**config.mk**
```make
export PLATFORM = sky130hd
export DESIGN_NAME = move_cmd_proc
export DESIGN_NICKNAME = d
export VERILOG_FILES = /design/src/rtl/move_cmd_pkg.sv /design/src/rtl/move_cmd_proc_speed_ramp.sv /design/src/rtl/move_cmd_proc.sv
export SDC_FILE = /design/constraint.sdc
export NUM_CORES = 1
export LEC_CHECK = 0
export ABC_CLOCK_PERIOD_IN_PS = 3900
export CORE_MARGIN = 2
export CORE_UTILIZATION = 40
export DETAILED_ROUTE_END_ITERATION = 8
export PLACE_DENSITY = 0.66
export REMOVE_ABC_BUFFERS = 1
export SYNTH_ARGS = -nofsm -noshare
export SYNTH_HDL_FRONTEND = slang
export SYNTH_SLANG_ARGS = --single-unit
```
**constraint.sdc**
```tcl
create_clock -name clk -period 3.9 [get_ports clk]
set_input_delay 0.585 -clock clk [delete_from_list [all_inputs] [get_ports clk]]
set_output_delay 0.585 -clock clk [all_outputs]
set_load 0.005 [all_outputs]
```
**src/rtl/move_cmd_pkg.sv**
```systemverilog
// move_cmd_pkg: shared state encoding, opcodes and default heading threshold for move_cmd_proc.
package move_cmd_pkg;
    typedef enum logic [2:0] {IDLE, CAL, HEAD, RAMP, DECEL, DONE} state_t;
    localparam logic [3:0] OP_CAL      = 4'h0;
    localparam logic [3:0] OP_MOVE     = 4'h2;
    localparam logic [3:0] OP_MOVE_FAN = 4'h3;
    localparam logic [3:0] OP_TOUR     = 4'h4;
    localparam logic [3:0] OP_STOP     = 4'h5;
    localparam logic [11:0] ERR_THRESH_DEF = 12'h02C;
endpackage

```
**src/rtl/move_cmd_proc_speed_ramp.sv**
```systemverilog
// speed_ramp: forward-speed register with saturating ramp-up and floor-at-zero ramp-down.
module speed_ramp #(
    parameter int FRWRD_W = 10,
    parameter logic [FRWRD_W-1:0] MAX_SPD = 10'h300,
    parameter logic [FRWRD_W-1:0] INC = 10'h020,
    parameter int DEC_SHIFT = 1
) (
    input  logic clk,
    input  logic rst_n,
    input  logic clr_i,
    input  logic inc_i,
    input  logic dec_i,
    output logic [FRWRD_W-1:0] frwrd_o
);
    localparam logic [FRWRD_W:0] STEP = {1'b0, INC} << DEC_SHIFT;
    logic [FRWRD_W-1:0] frwrd_q, frwrd_d;
    logic [FRWRD_W:0] sum;
    always_comb begin
        sum = {1'b0, frwrd_q} + {1'b0, INC};
        frwrd_d = clr_i ? '0 :
                  inc_i ? (sum > {1'b0, MAX_SPD} ? MAX_SPD : sum[FRWRD_W-1:0]) :
                  dec_i ? ({1'b0, frwrd_q} > STEP ? frwrd_q - STEP[FRWRD_W-1:0] : '0) :
                  frwrd_q;
    end
    always_ff @(posedge clk)
        frwrd_q <= !rst_n ? '0 : frwrd_d;
    assign frwrd_o = frwrd_q;
endmodule

```
**src/rtl/move_cmd_proc.sv**
```systemverilog
// move_cmd_proc: decodes robot commands, steers heading error with guard-rail nudge and sequences speed ramps.
module move_cmd_proc import move_cmd_pkg::*; #(
    parameter int FAST_SIM = 1,
    parameter int FRWRD_W = 10,
    parameter logic [FRWRD_W-1:0] MAX_SPD = 10'h300,
    parameter logic [FRWRD_W-1:0] INC = 10'h020,
    parameter int DEC_SHIFT = 1,
    parameter logic [11:0] ERR_THRESH = ERR_THRESH_DEF,
    parameter logic [11:0] NUDGE_FAST = 12'h1FF,
    parameter logic [11:0] NUDGE_SLOW = 12'h05F
) (
    input  logic clk,
    input  logic rst_n,
    input  logic [15:0] cmd,
    input  logic cmd_rdy,
    input  logic cal_done,
    input  logic heading_rdy,
    input  logic [11:0] heading,
    input  logic lftIR,
    input  logic cntrIR,
    input  logic rghtIR,
    output logic [11:0] error,
    output logic [FRWRD_W-1:0] frwrd,
    output logic clr_cmd_rdy,
    output logic send_resp,
    output logic strt_cal,
    output logic moving,
    output logic tour_go,
    output logic fanfare_go
);
    localparam logic [11:0] NUDGE = FAST_SIM != 0 ? NUDGE_FAST : NUDGE_SLOW;
    state_t state_q;
    logic [11:0] desired_q, nudge;
    logic [3:0] n_q, op;
    logic [4:0] cnt_q;
    logic [12:0] err_x, err_abs;
    logic fan_q, cntr_q, strt_cal_q, send_resp_q, tour_go_q, fanfare_go_q, moving_q;
    logic stop_abort, aligned, cntr_rise;
    always_comb begin
        op = cmd[15:12];
        nudge = lftIR ? NUDGE : rghtIR ? -NUDGE : 12'h000;
        error = heading - desired_q + nudge;
        err_x = {error[11], error};
        err_abs = err_x[12] ? -err_x : err_x;
        aligned = err_abs < {1'b0, ERR_THRESH};
        stop_abort = cmd_rdy && op == OP_STOP && (state_q == HEAD || state_q == RAMP);
        clr_cmd_rdy = (cmd_rdy && state_q == IDLE) || stop_abort;
        cntr_rise = cntrIR && !cntr_q;
    end
    speed_ramp #(.FRWRD_W(FRWRD_W), .MAX_SPD(MAX_SPD), .INC(INC), .DEC_SHIFT(DEC_SHIFT)) u_ramp (
        .clk(clk),
        .rst_n(rst_n),
        .clr_i(state_q == HEAD),
        .inc_i(state_q == RAMP && heading_rdy),
        .dec_i(state_q == DECEL && heading_rdy),
        .frwrd_o(frwrd)
    );
    always_ff @(posedge clk) begin
        if (!rst_n) begin
            state_q <= IDLE;
            desired_q <= '0;
            n_q <= '0;
            cnt_q <= '0;
            fan_q <= 1'b0;
            cntr_q <= 1'b0;
            strt_cal_q <= 1'b0;
            send_resp_q <= 1'b0;
            tour_go_q <= 1'b0;
            fanfare_go_q <= 1'b0;
            moving_q <= 1'b0;
        end else begin
            strt_cal_q <= 1'b0;
            send_resp_q <= 1'b0;
            tour_go_q <= 1'b0;
            fanfare_go_q <= 1'b0;
            cntr_q <= cntrIR;
            if (cntr_rise && (state_q == RAMP || state_q == DECEL)) cnt_q <= cnt_q + 5'd1;
            case (state_q)
                IDLE: if (cmd_rdy) begin
                    if (op == OP_CAL) begin
                        strt_cal_q <= 1'b1;
                        state_q <= CAL;
                    end else if (op == OP_MOVE || op == OP_MOVE_FAN) begin
                        desired_q <= cmd[11:4] == 8'h00 ? 12'h000 : {cmd[11:4], 4'hF};
                        n_q <= cmd[3:0];
                        fan_q <= cmd[12];
                        cnt_q <= '0;
                        moving_q <= 1'b1;
                        state_q <= HEAD;
                    end else if (op == OP_TOUR) tour_go_q <= 1'b1;
                    else if (op == OP_STOP) send_resp_q <= 1'b1;
                end
                CAL: if (cal_done) begin
                    send_resp_q <= 1'b1;
                    state_q <= IDLE;
                end
                HEAD, RAMP: if (stop_abort) begin
                    fan_q <= 1'b0;
                    state_q <= DECEL;
                end else if (state_q == HEAD) begin
                    if (aligned) begin
                        moving_q <= n_q != 4'h0;
                        state_q <= n_q == 4'h0 ? DONE : RAMP;
                    end
                end else if (cnt_q == {n_q, 1'b0}) state_q <= DECEL;
                DECEL: if (frwrd == '0) begin
                    moving_q <= 1'b0;
                    state_q <= DONE;
                end
                DONE: begin
                    send_resp_q <= 1'b1;
                    fanfare_go_q <= fan_q;
                    state_q <= IDLE;
                end
                default: state_q <= IDLE;
            endcase
        end
    end
    assign strt_cal = strt_cal_q;
    assign send_resp = send_resp_q;
    assign tour_go = tour_go_q;
    assign fanfare_go = fanfare_go_q;
    assign moving = moving_q;
endmodule

```
==> impl_metrics.tcl, run 1 <==
set metrics [dict create \
    wl_mm 7.464 \
    clkLatencyLatePin_ns 0.30 \
    ff2ff_path_depth 12 \
    timing.rr.end "state_q[2]$_SDFFE_PN0P_" \
    die_area_um2 7899 \
    synth_cell_type_count 64 \
    pwr-share-comb_pct 59.8 \
    synth_edf_count 0 \
    netlist_area_um2 2882 \
    ioPinCount 64 \
    relSlewSlack_pct 54.53 \
    critPathCaptureType "register" \
    holdPathEnd "fanfare_go$_SDFF_PN0_" \
    drtAntennaViolNets 0 \
    hold_viol 0 \
    place_area_um2 3864 \
    core_um2 6869 \
    ys_warn_count 0 \
    nFillCells 612 \
    port_buffers 58 \
    crit_type "input port to register" \
    worst_slew_pin_slew_ns 0.6758 \
    cpPeakStageDelay_ns 0.56 \
    critPathSlowestCell "fa_1" \
    final_cells 560 \
    layout.nets 528 \
    grt_pass1_wl_mm 12.49 \
    rows 30 \
    swShare_pct 36.67 \
    area_delta_synth_final_pct 47.33 \
    hold_path_class "register to register" \
    cp_max_fo 5 \
    final_max_slew_viol_count 0 \
    initial_utilization_pct 41.95 \
    irDropWorstVdd_uv 177.6 \
    gp_congestion 0.8662 \
    num_vias 2786 \
    num_antenna_cells 0 \
    antenna_found_initial 0 \
    async_reset_ff_share_pct 0 \
    finalCritPeriodShare_pct 97.98 \
    critPathRequiredTime_ns 4.14 \
    cts_sinks 33 \
    cts_buffers 5 \
    timing.fmax_ghz 0.2617 \
    post-route-min-period_ns 3.821 \
    total_leakage_power_uw 0.001893 \
    drtPass1Iterations 4 \
    grt_start_max_net_pins 26 \
    place_hpwl_mm 5.555 \
    synthTopCellsByArea "dfxtp_1 (23%), ha_1 (7.8%), fa_1 (7.6%)" \
    synth.avg_cell_area_um2 8.233 \
    skew_ns 0.01245 \
    tritoncts "done" \
    max_cap_violations 0 \
    clockRootBuffer "clkbuf_8" \
    ys_seq_area_share_pct 22.93 \
    synth_seq_cells 33 \
    stdcell_area_um2 4245 \
    drive_gt1_share_pct 22.20 \
    r2r-start "desired_q[3]$_SDFFE_PN0P_" \
    hold_depth 2 \
    dp.cells 536 \
    critPathLaunchType "input port" \
    power_density_nw_per_um2 444.7 \
    intPower_uw 1196 \
    pwr-share-seq_pct 22.0 \
    crit_start "heading[4]" \
    synth_flop_cell "dfxtp_1" \
    netSwitchingPower_uw 692.3 \
    yosys.area.top_type "dfxtp_1" \
    synth_cells 350 \
    die_w_um 88.88 \
    wire_per_inst_um 13.33 \
    die_y_um 88.88 \
    vias_per_cell 4.975 \
    cts.hold.buffers_added 0 \
    power_uw 1888 \
    clock_power_share_pct 18.2 \
    min-delay-start "fan_q$_SDFFE_PN0P_" \
    cts_buffer_depth 2 \
    drt_iter0_drc 100 \
    crit_chain "clkdlybuf4s50_1, inv_1, fa_1, inv_2, ha_4, a21o_1, a221oi_4, o21ai_2, mux2i_2, or2_4, buf_4, or4_4, a21oi_4, o221a_1" \
    clk_pin_slew_worst_paths_ns 0.08 \
    h-tree-depth 2 \
    outcome "complete, no violations" \
    r2r_slack_ns 0.42 \
    grt_use_total_pct 20.01 \
    crit_arrival_ns 4.07 \
    synth_top_area_share_pct 22.93 \
    overflow 0 \
    setup_viol 0 \
    drc 0 \
    grt_pass1_vias 2736 \
]
stage by stage:
step	TNS, ns	worst slack (ns)	hold slack, ns	utilization (%)
2_1_floorplan	0	0.1448	0.4225	-
3_3_place_gp	-3.874	-0.4027	0.4415	56.25
3_5_place_dp	-4.218	-0.4465	0.4423	56.25
4_1_cts	0	0.02061	0.4527	60.29
5_1_grt	-0.01094	-0.01094	0.4973	61.80
6_report	0	0.07859	0.4475	61.80
synthesized netlist by cell type (4+ instances only):
cell and n:
a21o_1 6, a21oi_1 21, and2_1 4, and3_1 4, buf_4 5, clkbuf_1 11, dfxtp_1 33, fa_1 11
ha_1 18, inv_1 43, mux2i_1 17, nand2_1 19, nand2b_1 6, nand3_1 6, nand4_1 4, nor2_1 22
nor2b_1 14, nor3_1 7, nor4_1 4, o21ai_0 14, xnor2_1 9, xor2_1 10
layer usage:
metal	up-vias	GRT usage, %	share of wire [%]
met2	52	33.99	47
li1	1434	-	-
met4	0	5.647	1.6
met5	-	0	0
met3	11	2.985	3.4
met1	1289	26.35	48
logic make-up (layout without fill, tap and decap cells):
logic type / after synthesis / count (layout) / synth area share (%)
simple gates: 108 / 108 / 20.54
compound gates: 82 / 82 / 20.37
buf+inv: 60 / 170 / 8.510
flops: 33 / 33 / 22.93
fa+ha+maj: 29 / 29 / 15.46
xor+xnor: 19 / 19 / 5.775
mux: 18 / 18 / 6.296
other cells: 1 / 5 / 0.1301
power by group through the flow:
stage / sequential [uW] / clock [uW] / combinational [uW]
2_1_floorplan: 410 / 0 / 528
4_1_cts: 413 / 350 / 1060
3_3_place_gp: 420 / 0 / 967
3_5_place_dp: 421 / 0 / 980
6_report: 415 / 343 / 1130
5_1_grt: 422 / 365 / 1240
layout by cell type, fill, tap and decap left out, types with 5 or more instances in the layout:
cell type,n
nor3_1,7
xor2_1,10
ha_1,11
o21ai_0,13
nand2b_1,6
a21oi_1,19
ha_4,6
fa_1,10
clkdlybuf4s50_1,48
buf_4,58
nor2b_1,14
mux2i_1,16
conb_1,5
dlygate4sd2_1,5
nand2_1,19
a21o_1,6
nor2_1,22
clkbuf_8,6
xnor2_1,8
nand3_1,6
inv_1,39
dfxtp_1,33
state kept, by name, indices dropped and copies added (netlist names):
register / count
send_resp: 1
u_ramp.frwrd_o: 5
desired_q: 9
tour_go: 1
moving: 1
state_q: 3
fanfare_go: 1
cnt_q: 5
fan_q: 1
n_q: 4
strt_cal: 1
cntr_q: 1
critical path: cells and delay by family:
kind / cells / cell delay, ns
fa+ha+maj: 2 / 0.81
mux: 1 / 0.17
compound gates: 5 / 1.00
buf+inv: 4 / 0.69
simple gates: 2 / 0.80
how the worst max path moves through the flow:
stage / to / slack, ns / cells after the start
6_report: state_q[2]$_SDFFE_PN0P_ / 0.08 / 14
5_1_grt: state_q[2]$_SDFFE_PN0P_ / -0.01 / 14
4_1_cts: error[3] / 0.02 / 11
3_5_place_dp: error[11] / -0.45 / 12
3_3_place_gp: state_q[2]$_SDFFE_PN0P_ / -0.40 / 15
2_1_floorplan: state_q[2]$_SDFFE_PN0P_ / 0.14 / 12
timing repair:
item                       in CTS  in global routing
setup endpoints to repair      13                 11
pin swaps                      18                 22
resized for setup              27                 15
buffers inserted               17                  3
area by class of cell:
cell class                 count  area [um2]  area share, %
inverter                      43       161.4          3.802
clock buffer                   7       86.33          2.034
multi-input combinational    261        2135          50.28
timing repair buffer         119        1052          24.79
clock inverter                 1       30.03         0.7073
tap                           96       120.1          2.829
sequential                    33       660.6          15.56
No activity file was read; power rests on OpenSTA's default activity.
==> run 2, diff against run 1 <==
--- a/config.mk
+++ b/config.mk
@@ -11,6 +11,7 @@
 export DETAILED_ROUTE_END_ITERATION = 8
 export PLACE_DENSITY = 0.66
 export REMOVE_ABC_BUFFERS = 1
+export SETUP_SLACK_MARGIN = 0.15
 export SYNTH_ARGS = -nofsm -noshare
 export SYNTH_HDL_FRONTEND = slang
 export SYNTH_SLANG_ARGS = --single-unit
==> impl_metrics.tcl, run 2 (synthesis results as in run 1) <==
set metrics [dict create \
    layout.nets 535 \
    grt_pass1_wl_mm 12.90 \
    layout_commonest_cell "buf_4" \
    post-route-min-period_ns 3.645 \
    clk_pin_slew_worst_paths_ns 0.08 \
    vias_per_cell 5.099 \
    cts_sinks 33 \
    num_antenna_cells 0 \
    cts_buffer_depth 2 \
    area_delta_synth_final_pct 51.93 \
    timing.setup.tns_ns 0 \
    grt_pass1_vias 2786 \
    crit_family "compound AO/OA/AOI/OAI gates" \
    h-tree-depth 2 \
    power_density_nw_per_um2 452.2 \
    grt_start_max_net_pins 26 \
    rows 30 \
    place_area_um2 3864 \
    critPathLaunchType "input port" \
    place_ws_ns -0.4465 \
    layout_common_cells "buf_4 (61), clkdlybuf4s50_1 (42), dfxtp_1 (33)" \
    largest_reg_flops 9 \
    clkLatencyLatePin_ns 0.30 \
    port_buffers 58 \
    wire_per_inst_um 13.86 \
    die_area_um2 7899 \
    antenna_found_initial 0 \
    drtAntennaViolNets 0 \
    wl_mm 7.856 \
    crit_chain "buf_6, inv_2, fa_1, inv_2, buf_4, ha_1, a211oi_2, o211ai_1, a21boi_1, xnor2_1, buf_4, buf_4, buf_4, buf_4, buf_6, o2111ai_4, or3b_4, a21oi_4, o221a_1" \
    place_hpwl_mm 5.555 \
    crit_type "input port to register" \
    hold_viol 0 \
    irDropWorstVdd_uv 191.7 \
    crit_arrival_ns 3.89 \
    nFillCells 583 \
    final_cells 567 \
    cts_buffers 5 \
    critPathCaptureType "register" \
    grt_use_total_pct 20.78 \
    hold_path_class "register to register" \
    gp_congestion 0.8662 \
    core_um2 6869 \
    rsz0062_at_grt "no" \
    worst_slack_ns 0.2551 \
    die_w_um 88.88 \
    drt_iter0_drc 145 \
    cp_num_buf_inv 9 \
    max_cap_violations 0 \
    outcome "complete, no violations" \
    final_max_slew_viol_count 0 \
    dp.cells 536 \
    overflow 0 \
    total_leakage_power_uw 0.001952 \
    relSlewSlack_pct 50.34 \
    drtPass1Iterations 4 \
    initial_utilization_pct 41.95 \
    clockRootBuffer "clkbuf_8" \
    stdcell_area_um2 4378 \
    cpPeakStageDelay_ns 0.55 \
    die_y_um 88.88 \
    finalCritPeriodShare_pct 93.46 \
    fin_util_pct 63.73 \
    cts.hold.buffers_added 0 \
    skew_ns 0.01455 \
    crit_top_cell "buf_4" \
    setup_viol 0 \
    num_vias 2891 \
    cp_max_fo 2 \
    critPathSlowestCell "fa_1" \
    worst_slew_pin_slew_ns 0.7381 \
    ioPinCount 64 \
    timing.fmax_ghz 0.2744 \
    tritoncts "done" \
    largest-register "desired_q" \
    drc 0 \
    drive_gt1_share_pct 28.87 \
    critPathRequiredTime_ns 4.15 \
]
-- run 2: changes by cell type in the layout (fill, tap and decap cells not counted), moves of 2 or more --
cell	delta
inv_1	-17
inv_2	+16
buf_6	+6
clkdlybuf4s50_1	-6
buf_4	+3
dlygate4sd2_1	+3
dlymetal6s2s_1	+2
ha_1	-2
ha_4	+2
nand2_1	-2
-- run 2: metrics by stage --
step / total power, uW / hold slack [ns]
after floorplan: 937.8 / 0.4225
after global placement: 1387 / 0.4415
after detailed placement: 1402 / 0.4423
after CTS: 1905 / 0.4527
after global routing: 2115 / 0.4973
final: 1980 / 0.4476
-- run 2: final cells by class --
type,instances,area (um2),share of cell area (%)
clock buffer,7,86.33,1.972
clock inverter,1,30.03,0.6859
inverter,43,163.9,3.744
multi-input combinational,261,2193,50.10
sequential,33,660.6,15.09
tap,96,120.1,2.744
timing repair buffer,126,1124,25.66
-- run 2: metal layers --
metal / part of all wire [%] / GRT usage [%] / vias to the layer above
li1: - / - / 1453
met1: 45 / 26.46 / 1344
met2: 49 / 36.30 / 78
met3: 3.8 / 2.985 / 16
met4: 2.1 / 6.198 / 0
met5: 0 / 0 / -
-- run 2: power by group --
group / total [uW] / switching, uW / leakage (uW) / internal, uW
Combinational: 1220 / 543 / 0.00163 / 678
Clock: 344 / 136 / 0.0000585 / 208
Sequential: 415 / 50.9 / 0.000267 / 364
Total: 1980 / 729 / 0.00195 / 1250
-- run 2: final timing paths --
| check | start | to | slack [ns] | cells after the start |
|---|---|---|---|---|
| hold reg to reg | fan_q$_SDFFE_PN0P_ | fanfare_go$_SDFF_PN0_ | 0.45 | 2 |
| setup reg to reg | desired_q[3]$_SDFFE_PN0P_ | state_q[2]$_SDFFE_PN0P_ | 0.28 | 17 |
| hold / removal | fan_q$_SDFFE_PN0P_ | fanfare_go$_SDFF_PN0_ | 0.45 | 2 |
| setup / recovery | heading[1] | state_q[2]$_SDFFE_PN0P_ | 0.26 | 19 |
-- run 2: tightest hold or removal path: stages, from the launching register on --
cell	delay [ns]
dfxtp_1	0.32
nand3_1	0.06
nor2_1	0.03
-- run 2: what timing repair did --
action	in CTS	in global routing
setup endpoints to repair	14	11
endpoints found under the hold margin	0	0
gates resized for setup	49	37
pin swaps	27	26
buffers inserted	19	4
==> run 3, diff against run 2 <==
--- a/config.mk
+++ b/config.mk
@@ -8,7 +8,9 @@
 export ABC_CLOCK_PERIOD_IN_PS = 3900
 export CORE_MARGIN = 2
 export CORE_UTILIZATION = 40
+export CTS_CLUSTER_SIZE = 16
 export DETAILED_ROUTE_END_ITERATION = 8
+export GPL_TIMING_DRIVEN = 0
 export PLACE_DENSITY = 0.66
 export REMOVE_ABC_BUFFERS = 1
 export SETUP_SLACK_MARGIN = 0.15
==> impl_metrics.tcl, run 3 (synthesis results as in run 1) <==
set metrics [dict create \
    layout.nets 501 \
    power_uw 1829 \
    tritoncts "done" \
    max_cap_violations 0 \
    place_hpwl_mm 4.905 \
    largest_reg_flops 9 \
    clock_power_share_pct 18.5 \
    intPower_uw 1139 \
    crit_arrival_ns 4.03 \
    die_y_um 88.88 \
    hold_viol 0 \
    crit_start "heading[8]" \
    grtUsageMet3_pct 3.172 \
    cts_sinks 33 \
    antenna_found_initial 0 \
    drive_gt1_share_pct 19.22 \
    setup_viol 0 \
    clockRootBuffer "clkbuf_8" \
    worst_slew_pin_slew_ns 0.8750 \
    min-delay-start "fan_q$_SDFFE_PN0P_" \
    clk_pin_slew_worst_paths_ns 0.07 \
    critPathRequiredTime_ns 4.13 \
    initial_utilization_pct 41.95 \
    area_delta_synth_final_pct 42.03 \
    die_w_um 88.88 \
    drc 0 \
    post-route-min-period_ns 3.805 \
    hold_path_class "register to register" \
    wl_mm 7.357 \
    grt_pass1_vias 2568 \
    r2r-start "desired_q[3]$_SDFFE_PN0P_" \
    cts_buffer_depth 2 \
    num_vias 2734 \
    relSlewSlack_pct 41.48 \
    layout_common_cells "clkdlybuf4s50_1 (44), inv_1 (36), dfxtp_1 (33)" \
    pwr-share-seq_pct 22.8 \
    die_area_um2 7899 \
    grtUsageMet1_pct 25.03 \
    skew_ns 0.009023 \
    grt_start_max_net_pins 26 \
    clkLatencyLatePin_ns 0.29 \
    final_max_slew_viol_count 0 \
    pwr-share-comb_pct 58.7 \
    outcome "complete, no violations" \
    crit_type "input port to register" \
    netSwitchingPower_uw 690.2 \
    layout_commonest_cell "clkdlybuf4s50_1" \
    largest-register "desired_q" \
    busiest_layer "met2" \
    num_antenna_cells 0 \
    irDropWorstVdd_uv 174.1 \
    overflow 0 \
    vias_per_cell 5.129 \
    total_leakage_power_uw 0.001771 \
    grt_pass1_wl_mm 11.70 \
    gp_congestion 0.8822 \
    cts.hold.buffers_added 0 \
    fin_util_pct 59.58 \
    multi_input_area_um2 2170 \
    drt_iter0_drc 142 \
    critPathLaunchType "input port" \
    port_buffers 58 \
    cp_max_fo 6 \
    core_um2 6869 \
    wire_per_inst_um 13.80 \
    rsz0062_at_grt "yes" \
    drtAntennaViolNets 0 \
    swShare_pct 37.74 \
    drtPass1Iterations 4 \
    cts_buffers 5 \
    h-tree-depth 2 \
    timing.fmax_ghz 0.2628 \
    grt_use_total_pct 18.85 \
    power_density_nw_per_um2 446.9 \
    ioPinCount 64 \
    critPathCaptureType "register" \
    rows 30 \
    finalCritPeriodShare_pct 97.58 \
    grtUsageMet2_pct 30.53 \
    seq_area_um2 660.6 \
    nFillCells 611 \
]
## run 3: cell count changes in the layout (fill, tap and decap cells not counted), sizes merged
cell | before | now
clkdlybuf4s50 | 42 | 44
clkinvlp | 0 | 1
buf | 70 | 36
dlygate4sd2 | 8 | 9
dlymetal6s2s | 4 | 1
clkdlybuf4s15 | 1 | 0
clkbuf | 8 | 9
inv | 43 | 42
## run 3: worst paths after layout
kind,end,slack [ns],depth (start not counted)
setup / recovery,state_q[2]$_SDFFE_PN0P_,0.09,18
hold / removal,fanfare_go$_SDFF_PN0_,0.45,2
setup reg to reg,state_q[2]$_SDFFE_PN0P_,0.32,17
hold reg to reg,fanfare_go$_SDFF_PN0_,0.45,2
## run 3: critical path, stage by stage
cell and delay [ns]:
clkdlybuf4s50_1 0.45, inv_1 0.05, fa_1 0.53, inv_1 0.06, ha_4 0.31, inv_2 0.10, a21o_1 0.19, o21ai_2 0.09
mux2i_2 0.28, buf_4 0.15, buf_6 0.08, buf_6 0.08, buf_6 0.08, buf_6 0.08, o2111ai_4 0.14, or3b_4 0.43
a21oi_4 0.14, o221a_1 0.21
## run 3: routing by layer
metal / wire [um] / up-vias
li1: - / 1386
met1: 3508 / 1273
met2: 3452 / 62
met3: 250 / 13
met4: 146 / 0
met5: 0 / -
## run 3: final cells by class
cell class | instances | area share (%)
clock inverters | 1 | 0.7337
multi-input cells | 261 | 53.01
inverters | 43 | 4.035
well taps | 96 | 2.935
clock buffers | 7 | 2.109
repair buffers | 92 | 21.03
flip-flops and latches | 33 | 16.14
## run 3: power by group through the flow
stage | combinational (uW) | sequential, uW | clock, uW
3_5_place_dp | 812 | 421 | 0
4_1_cts | 980 | 414 | 343
5_1_grt | 1170 | 425 | 360
3_3_place_gp | 805 | 421 | 0
2_1_floorplan | 528 | 410 | 0
6_report | 1070 | 417 | 338
## run 3: through the flow
step	std cells	TNS, ns	hold WS, ns	setup slack (ns)	instance area [um2]
after detailed placement	491	-6.220	0.4474	-0.8234	3513
after global routing	533	-0.09296	0.4923	-0.06222	4093
after CTS	525	0	0.4574	0.1493	3978
final	533	0	0.4484	0.09456	4093
after global placement	491	-6.022	0.4412	-0.7768	3513
after floorplan	337	0	0.4225	0.1448	2813
## run 3: what timing repair did
item	4_1_cts	5_1_grt
cloned	0	0
resized for setup	49	16
pin swaps	27	20
endpoints found under the setup margin	14	7
setup buffers	26	8
